**config.mk**
```make
export PLATFORM = sky130hd
export DESIGN_NAME = tl_port_drain_arbiter
export DESIGN_NICKNAME = d
export VERILOG_FILES = /design/src/rtl/tl_port_drain_arbiter.sv
export SDC_FILE = /design/constraint.sdc
export NUM_CORES = 1
export LEC_CHECK = 0
export CAP_MARGIN = 15
export CORE_ASPECT_RATIO = 0.9
export CORE_MARGIN = 4
export CORE_UTILIZATION = 42
export DETAILED_ROUTE_END_ITERATION = 6
export PLACE_DENSITY = 0.79
export SYNTH_ARGS = -nofsm -noshare
export SYNTH_HDL_FRONTEND = slang
export SYNTH_SLANG_ARGS = --single-unit
```
**constraint.sdc**
```tcl
create_clock -name clk -period 1.8 [get_ports clk]
set_clock_uncertainty 0.05 [all_clocks]
set_input_delay 0.27 -clock clk [delete_from_list [all_inputs] [get_ports clk]]
set_output_delay 0.27 -clock clk [all_outputs]
set_load 0.01 [all_outputs]
```
**src/rtl/tl_port_drain_arbiter.sv**
```systemverilog
// tl_port_drain_arbiter: round-robin drain of four transfer-layer FIFOs onto one registered stream with per-port counters
module tl_port_drain_arbiter #(
  parameter int DATA_W = 12,
  parameter int CNT_W  = 5
) (
  input  logic              clk,
  input  logic              reset,
  input  logic              init,
  input  logic              emptyP0,
  input  logic              emptyP1,
  input  logic              emptyP2,
  input  logic              emptyP3,
  input  logic [DATA_W-1:0] dataOutputP0,
  input  logic [DATA_W-1:0] dataOutputP1,
  input  logic [DATA_W-1:0] dataOutputP2,
  input  logic [DATA_W-1:0] dataOutputP3,
  input  logic              pauseIn,
  output logic              popOutP0,
  output logic              popOutP1,
  output logic              popOutP2,
  output logic              popOutP3,
  output logic [DATA_W-1:0] dataOut,
  output logic              validOut,
  output logic [1:0]        portOut,
  input  logic              req,
  input  logic [2:0]        idx,
  output logic [CNT_W-1:0]  counterOut,
  output logic              counterValid,
  output logic              idleOut
);
  typedef enum logic [1:0] {IDLE, INIT, ACTIVE} state_t;
  state_t state, state_n;
  logic [1:0] ptr, gnt, p1;
  logic gnt_v, v1;
  logic [3:0] pop, emp, inc;
  logic [CNT_W-1:0] cnt [4];
  logic [DATA_W-1:0] din [4];
  assign emp = {emptyP3, emptyP2, emptyP1, emptyP0};
  assign din[0] = dataOutputP0;
  assign din[1] = dataOutputP1;
  assign din[2] = dataOutputP2;
  assign din[3] = dataOutputP3;
  assign {popOutP3, popOutP2, popOutP1, popOutP0} = pop;
  assign inc = validOut ? 4'b0001 << portOut : 4'b0000;
  // later iterations overwrite earlier ones, so the port nearest ptr+1 wins
  always_comb begin
    state_n = init ? INIT : (state == IDLE ? IDLE : ACTIVE);
    gnt_v = 1'b0;
    gnt = ptr;
    if (state == ACTIVE && !pauseIn)
      for (int k = 4; k >= 1; k--)
        if (!emp[ptr + 2'(k)]) begin
          gnt_v = 1'b1;
          gnt = ptr + 2'(k);
        end
  end
  always_ff @(posedge clk or negedge reset) begin
    if (!reset) begin
      state <= IDLE;
      ptr <= 2'd3;
      pop <= '0;
      v1 <= 1'b0;
      p1 <= '0;
      dataOut <= '0;
      validOut <= 1'b0;
      portOut <= '0;
      counterOut <= '0;
      counterValid <= 1'b0;
      idleOut <= 1'b0;
      for (int i = 0; i < 4; i++) cnt[i] <= '0;
    end else begin
      state <= state_n;
      pop <= gnt_v ? 4'b0001 << gnt : 4'b0000;
      ptr <= state == INIT ? 2'd3 : (gnt_v ? gnt : ptr);
      v1 <= |pop;
      p1 <= {pop[3] | pop[2], pop[3] | pop[1]};
      validOut <= v1;
      if (v1) begin
        dataOut <= din[p1];
        portOut <= p1;
      end
      // read uses pre-increment values; INIT clears but still counts a word landing that cycle
      for (int i = 0; i < 4; i++)
        cnt[i] <= state == INIT ? CNT_W'(inc[i]) :
                  (inc[i] && cnt[i] != '1) ? cnt[i] + 1'b1 : cnt[i];
      counterValid <= req && idx != 3'd0 && idx <= 3'd4;
      if (req && idx != 3'd0 && idx <= 3'd4) counterOut <= cnt[idx[1:0] - 2'd1];
      idleOut <= state == ACTIVE && &emp && ~|pop && !v1 && !validOut;
    end
  end
endmodule

```
* Word level (Yosys, flattened, before mapping)
Cells that the tools add are included.
** Word-level totals
- Flip-flop bits (word level) :: 53
- Input bits :: 60
- Word-level logic and storage cells :: 103
- Output and inout bits :: 26
** Cells by class
- Equal/unequal tests :: 6
- Muxes and demuxes :: 37
- Reduce and logical (&&, ||, !) cells :: 24
- Add/sub/neg operators :: 8
- Order comparisons :: 7
- Shifts and indexed selects :: 2
- Bitwise operators :: 4
** Operators by type and width (number)
- two-way mux 5 bit :: 10
- binary-select mux 12 bit (select 2 bit) :: 1
- two-way mux 12 bit :: 2
- adder 5 x 1 -> 5 bit (second input constant) :: 4
- != test 5 bit (second input constant) :: 4
- two-way mux 2 bit :: 8
- less-than comparator 2 x 3 -> 1 bit (second input constant) :: 4
- logical AND 1 bit :: 11
- binary-select mux 5 bit (select 2 bit) :: 1
- nonzero test 2 bit :: 5
- two-way mux 1 bit :: 9
- binary-select mux 1 bit (select 2 bit) :: 4
- two-way mux 4 bit :: 2
- << shifter 1 x 2 -> 4 bit (first input constant) :: 2
- >= comparator 3 bit (second input constant) :: 2
- inverter 2 -> 3 bit :: 2
- adder 2 bit (second input constant) :: 2
- zero test 1 bit :: 4
- AND reduction 4 bit :: 1
- OR reduction 4 bit :: 1
- less-or-equal comparator 3 bit (second input constant) :: 1
- nonzero test 3 bit :: 1
- adder 2 x 1 -> 2 bit (second input constant) :: 1
- == test 2 x 1 -> 1 bit (second input constant) :: 1
- other kinds (4) :: 5

* Logic depth before layout (Yosys ltp)
- Depth in word-level cells :: 9
- Mapped depth :: 8
- Depth with buffers taken out :: 7

* Worst setup path after synthesis
Ideal clock, no wire load.
- Path kind :: input-to-reg
- Start :: in idx[0]
- End :: reg counterOut[0]
- Required time :: 1.625 ns
- Arrival :: 1.754 ns
- Setup slack :: -0.128 ns
- Path buffers :: 1
- Stages :: 5
- Setup time :: 0.125 ns
- Cell sequence :: clkbuf_1 -> inv_1 -> ha_1 -> mux4_2 -> mux2_2
** Between the ends
- Cells in the longest elaborated chain, start to end :: 5
- Elaborated cells on any way between the ends :: 9
- Classes of those cells :: add/sub (1); order compare (1); mux (3); bitwise (1); reduce/logical (3)
** RTL lines
- start: declaration :: line 26 : input logic [2:0] idx,
- subtractor 2 x 1 -> 2 bit :: line 87 : if (req && idx != 3'd0 && idx <= 3'd4) counterOut <= cnt[idx[1:0] - 2'd1];
- inverter 2 -> 3 bit (not written as such) :: line 87
- binary-select mux 5 bit (select 2 bit) :: line 87
- two-way mux 5 bit (not written as such) (2 in a row) :: line 87
- end signal: assignment :: line 87
- end: declaration :: line 27 : output logic [CNT_W-1:0] counterOut,
Several ways; a longest one is shown, not always the timed one. The select of a mux whose other input is x is not followed.
A chain may end at the register's enable or synchronous reset.

* Worst setup path after layout
- Start :: reg cnt[10] in the netlist's numbering
- End :: reg cnt[14] in the netlist's numbering
** Between the ends
- Cells in the longest elaborated chain, start to end :: 3
- Elaborated cells on any way between the ends :: 6
- Classes of those cells :: add/sub (1); eq/ne (1); mux (2); reduce/logical (2)
** RTL lines
- start: declaration :: line 36 : logic [CNT_W-1:0] cnt [4];
- start signal: indexed assignment :: line 84 : cnt[i] <= state == INIT ? CNT_W'(inc[i]) :
- adder 5 x 1 -> 5 bit or != test 5 bit (tied branches) :: line 85 : (inc[i] && cnt[i] != '1) ? cnt[i] + 1'b1 : cnt[i];
- two-way mux 5 bit or logical AND 1 bit (tied branches) :: line 85
- two-way mux 5 bit or nonzero test 2 bit (tied branches)
Several ways; a longest one is shown, not always the timed one. The select of a mux whose other input is x is not followed.

==> metrics <==
Top FF cell, synth dfrtp_1; CP Data Required Time between 1.5 and 2 ns; vias in the first global route 2365; dpl hpwl around 5.0 mm; max-cap violations 0; met1 usage a little over a fifth; worst-path fanout max 4; leakage power 0.00173 uW; Final Cycle Share 103%; Area Overhead vs Synth 47.6%; Synth area leaders dfrtp_1 (46%), mux4_2 (14%), mux2_2 (7.6%); total congestion overflow 0; Ant. Diodes 0; placed standard-cell area slightly below 4000 sq um; end-of-flow core utilization 65.8%; Final Wtd Congestion 0.835; RSZ-0062 raised after global routing true; post-synth cell types between 40 and 50; setup-violating endpoint count in the final report 2; Seq pwr share 47.2%; root buffer cell clkbuf_8; DIE AREA 8040 sq um; row cnt 27; met2 global-route usage 31.2%; number of enable flip-flop cells after synthesis 0; Pre-Repair DR Iteration Count 4; beginning of the worst register-to-register path cnt[10]; post-synth top area share 45.6%; die extent in y 85.5 microns; Syn Nets 287; # DRC 0; sw frac 25.7%; global-route wire length before repair roughly 11 mm; Slew headroom 62.9%; clock network fraction of total power 23.3%; dpl ws -0.338 ns; number of I/O port buffers 85; Critical Path Source cnt[10]; # IOs 86; number of synthesized register bits 53; met3 Usage GRT about 4%; Cell Int Power around 2300 uW; CTS HTree Levels 2; share of cells above drive strength 1 31.4%; total number of vias 2199; Clock Sinks between 50 and 60; Max VDD drop 257 uV; crit end category flop; Die Span X 94.1 microns; Final Slew Violations 0; drt total wl 6.79 mm; status finished, violations left; post-layout min period 1.85 ns; Comb pwr share 29.5%; Tot GR Track Use ~18%; post-route design area 4130 sq um; CTS tree done; most common cell after layout, fill and taps aside clkdlybuf4s50_1; Skew-Pair Late Insertion Delay around 0.30 ns; core footprint 6280 sq um; worst-margin pin slew 0.557 ns; NetSw 797 uW; final worst-path setup slack -0.0453 ns; register area share after synthesis 47.5%; fmax 542 MHz; Longest Clk Path Bufs 2; via/cell ratio 5.34; Initial Utilization approximately 45%; DRT iter0 DRCs 105; Ys Warns 0; power per cell area 751 nW/um^2; commonest non-fill, non-tap cells in the layout clkdlybuf4s50_1 (84), dfrtp_1 (48), buf_4 (23); initial antenna violation count 0; crit path kind reg -> reg; largest area contributor in the netlist dfrtp_1; Async SR Flop Fraction 100%; CTS Buf Count 5; HP Class in -> reg; WHS 0.386 ns; Fin. Hold Viols 0; Antenna Violating Nets Remaining 0; CP arrival 1.98 ns; Mean Syn Cell Area 12.8 sq um; Synth Instances 218; Critical Path Start Type flop; wire length per cell 16.5 microns; failing checks setup timing; grt peak-use layer met2; startpoint of the worst hold path init; Nets 393; Mapped Area 2800 sq um; Clock transition at path regs 0.09 ns; largest net degree at the start of global routing 54
-- metal layers --
layer / routed length (microns) / share of wire (%) / up-vias
met3: 430 / 6.3 / 12
li1: - / - / 1018
met1: 2750 / 40 / 1100
met5: 0 / 0 / -
met2: 3450 / 51 / 69
met4: 152 / 2.2 / 0
-- through the flow --
| step | total power (uW) | cells | setup TNS (ns) |
|---|---|---|---|
| after CTS | 3130 | 407 | -0.0510 |
| after global placement | 2370 | 398 | -1.41 |
| final | 3100 | 412 | -0.0690 |
| after detailed placement | 2400 | 398 | -2.04 |
| after global routing | 3260 | 412 | -0.776 |
| after floorplan | 1850 | 218 | 0 |
-- power groups by stage --
| stage | combinational [uW] | sequential, uW | clock, uW |
|---|---|---|---|
| 2_1_floorplan | 315 | 1530 | 0 |
| 3_3_place_gp | 892 | 1480 | 0 |
| 3_5_place_dp | 908 | 1490 | 0 |
| 4_1_cts | 918 | 1470 | 743 |
| 5_1_grt | 984 | 1490 | 786 |
| 6_report | 917 | 1460 | 722 |
-- cells in the mapped netlist, types with 2 or more instances --
cell      number
nand2_1       12
nor2b_1        2
nor2_1        18
buf_2          5
nand4b_1       3
mux4_2        17
xnor2_1        3
o211ai_1       2
and3_1         5
nand4_1        4
dfstp_2        2
inv_1          3
o21ai_0        9
a21oi_1        6
nand3_1        3
mux2_2        19
nand2b_1       2
dfrtp_1       51
or4b_2         2
ha_1           9
buf_4          2
xor2_1         7
or3_1          2
clkbuf_1       5
mux2i_1        6
nor3_1         2
or2_2          2
-- worst paths after layout --
| path | end | slack (ns) | cells past startpoint |
|---|---|---|---|
| min in group asynchronous | counterValid | 0.43 | 3 |
| max in group asynchronous | ptr[0] | 0.98 | 3 |
| min reg2reg | p1[0] | 0.43 | 1 |
| max reg2reg | cnt[14] | -0.05 | 7 |
| min | state[0] | 0.39 | 1 |
| max | cnt[14] | -0.05 | 7 |
-- worst max-delay path, stage by stage (launching register included) --
cell and delay, ns:
dfrtp_1 0.40, ha_2 0.19, and3_4 0.18, ha_4 0.15
nor4bb_4 0.28, buf_4 0.19, mux2i_2 0.21, nor2_1 0.06
-- cell families (layout without fill, tap and decap cells) --
family / Yosys count / after routing / synth area share [%]
XOR/XNOR: 10 / 10 / 3.13
multiplexers: 42 / 42 / 23.5
flip-flops: 53 / 53 / 47.5
AND/OR/NAND/NOR: 65 / 65 / 13.6
AO/OA/AOI/OAI: 24 / 24 / 5.85
adder cells (fa/ha/maj): 9 / 9 / 4.02
buffers and inverters: 15 / 122 / 2.50
-- layout make-up --
type	count	area, sq um
sequential	53	1330
clock buffer	7	96.3
timing repair buffer	111	1070
inverter	3	11.3
clock inverter	1	5.00
multi-input combinational	150	1510
tap	87	109
fill	483	2150
-- flip-flops by register name, summed over array words and instances, names as in the netlist --
| name | count |
|---|---|
| cnt | 20 |
| dataOut | 12 |
| counterOut | 5 |
| pop | 4 |
| p1 | 2 |
| portOut | 2 |
| ptr | 2 |
| state | 2 |
| counterValid | 1 |
| idleOut | 1 |
| v1 | 1 |
| validOut | 1 |
-- repair_timing --
| action | 4_1_cts | 5_1_grt |
|---|---|---|
| resized for setup | 14 | 9 |
| pin swaps | 5 | 10 |
| endpoints found under the setup margin | 15 | 15 |
| hold buffers | 1 | 0 |
| buffers inserted | 0 | 5 |
| endpoints found under the hold margin | 51 | 0 |
Power figures use the tool's default switching activity.
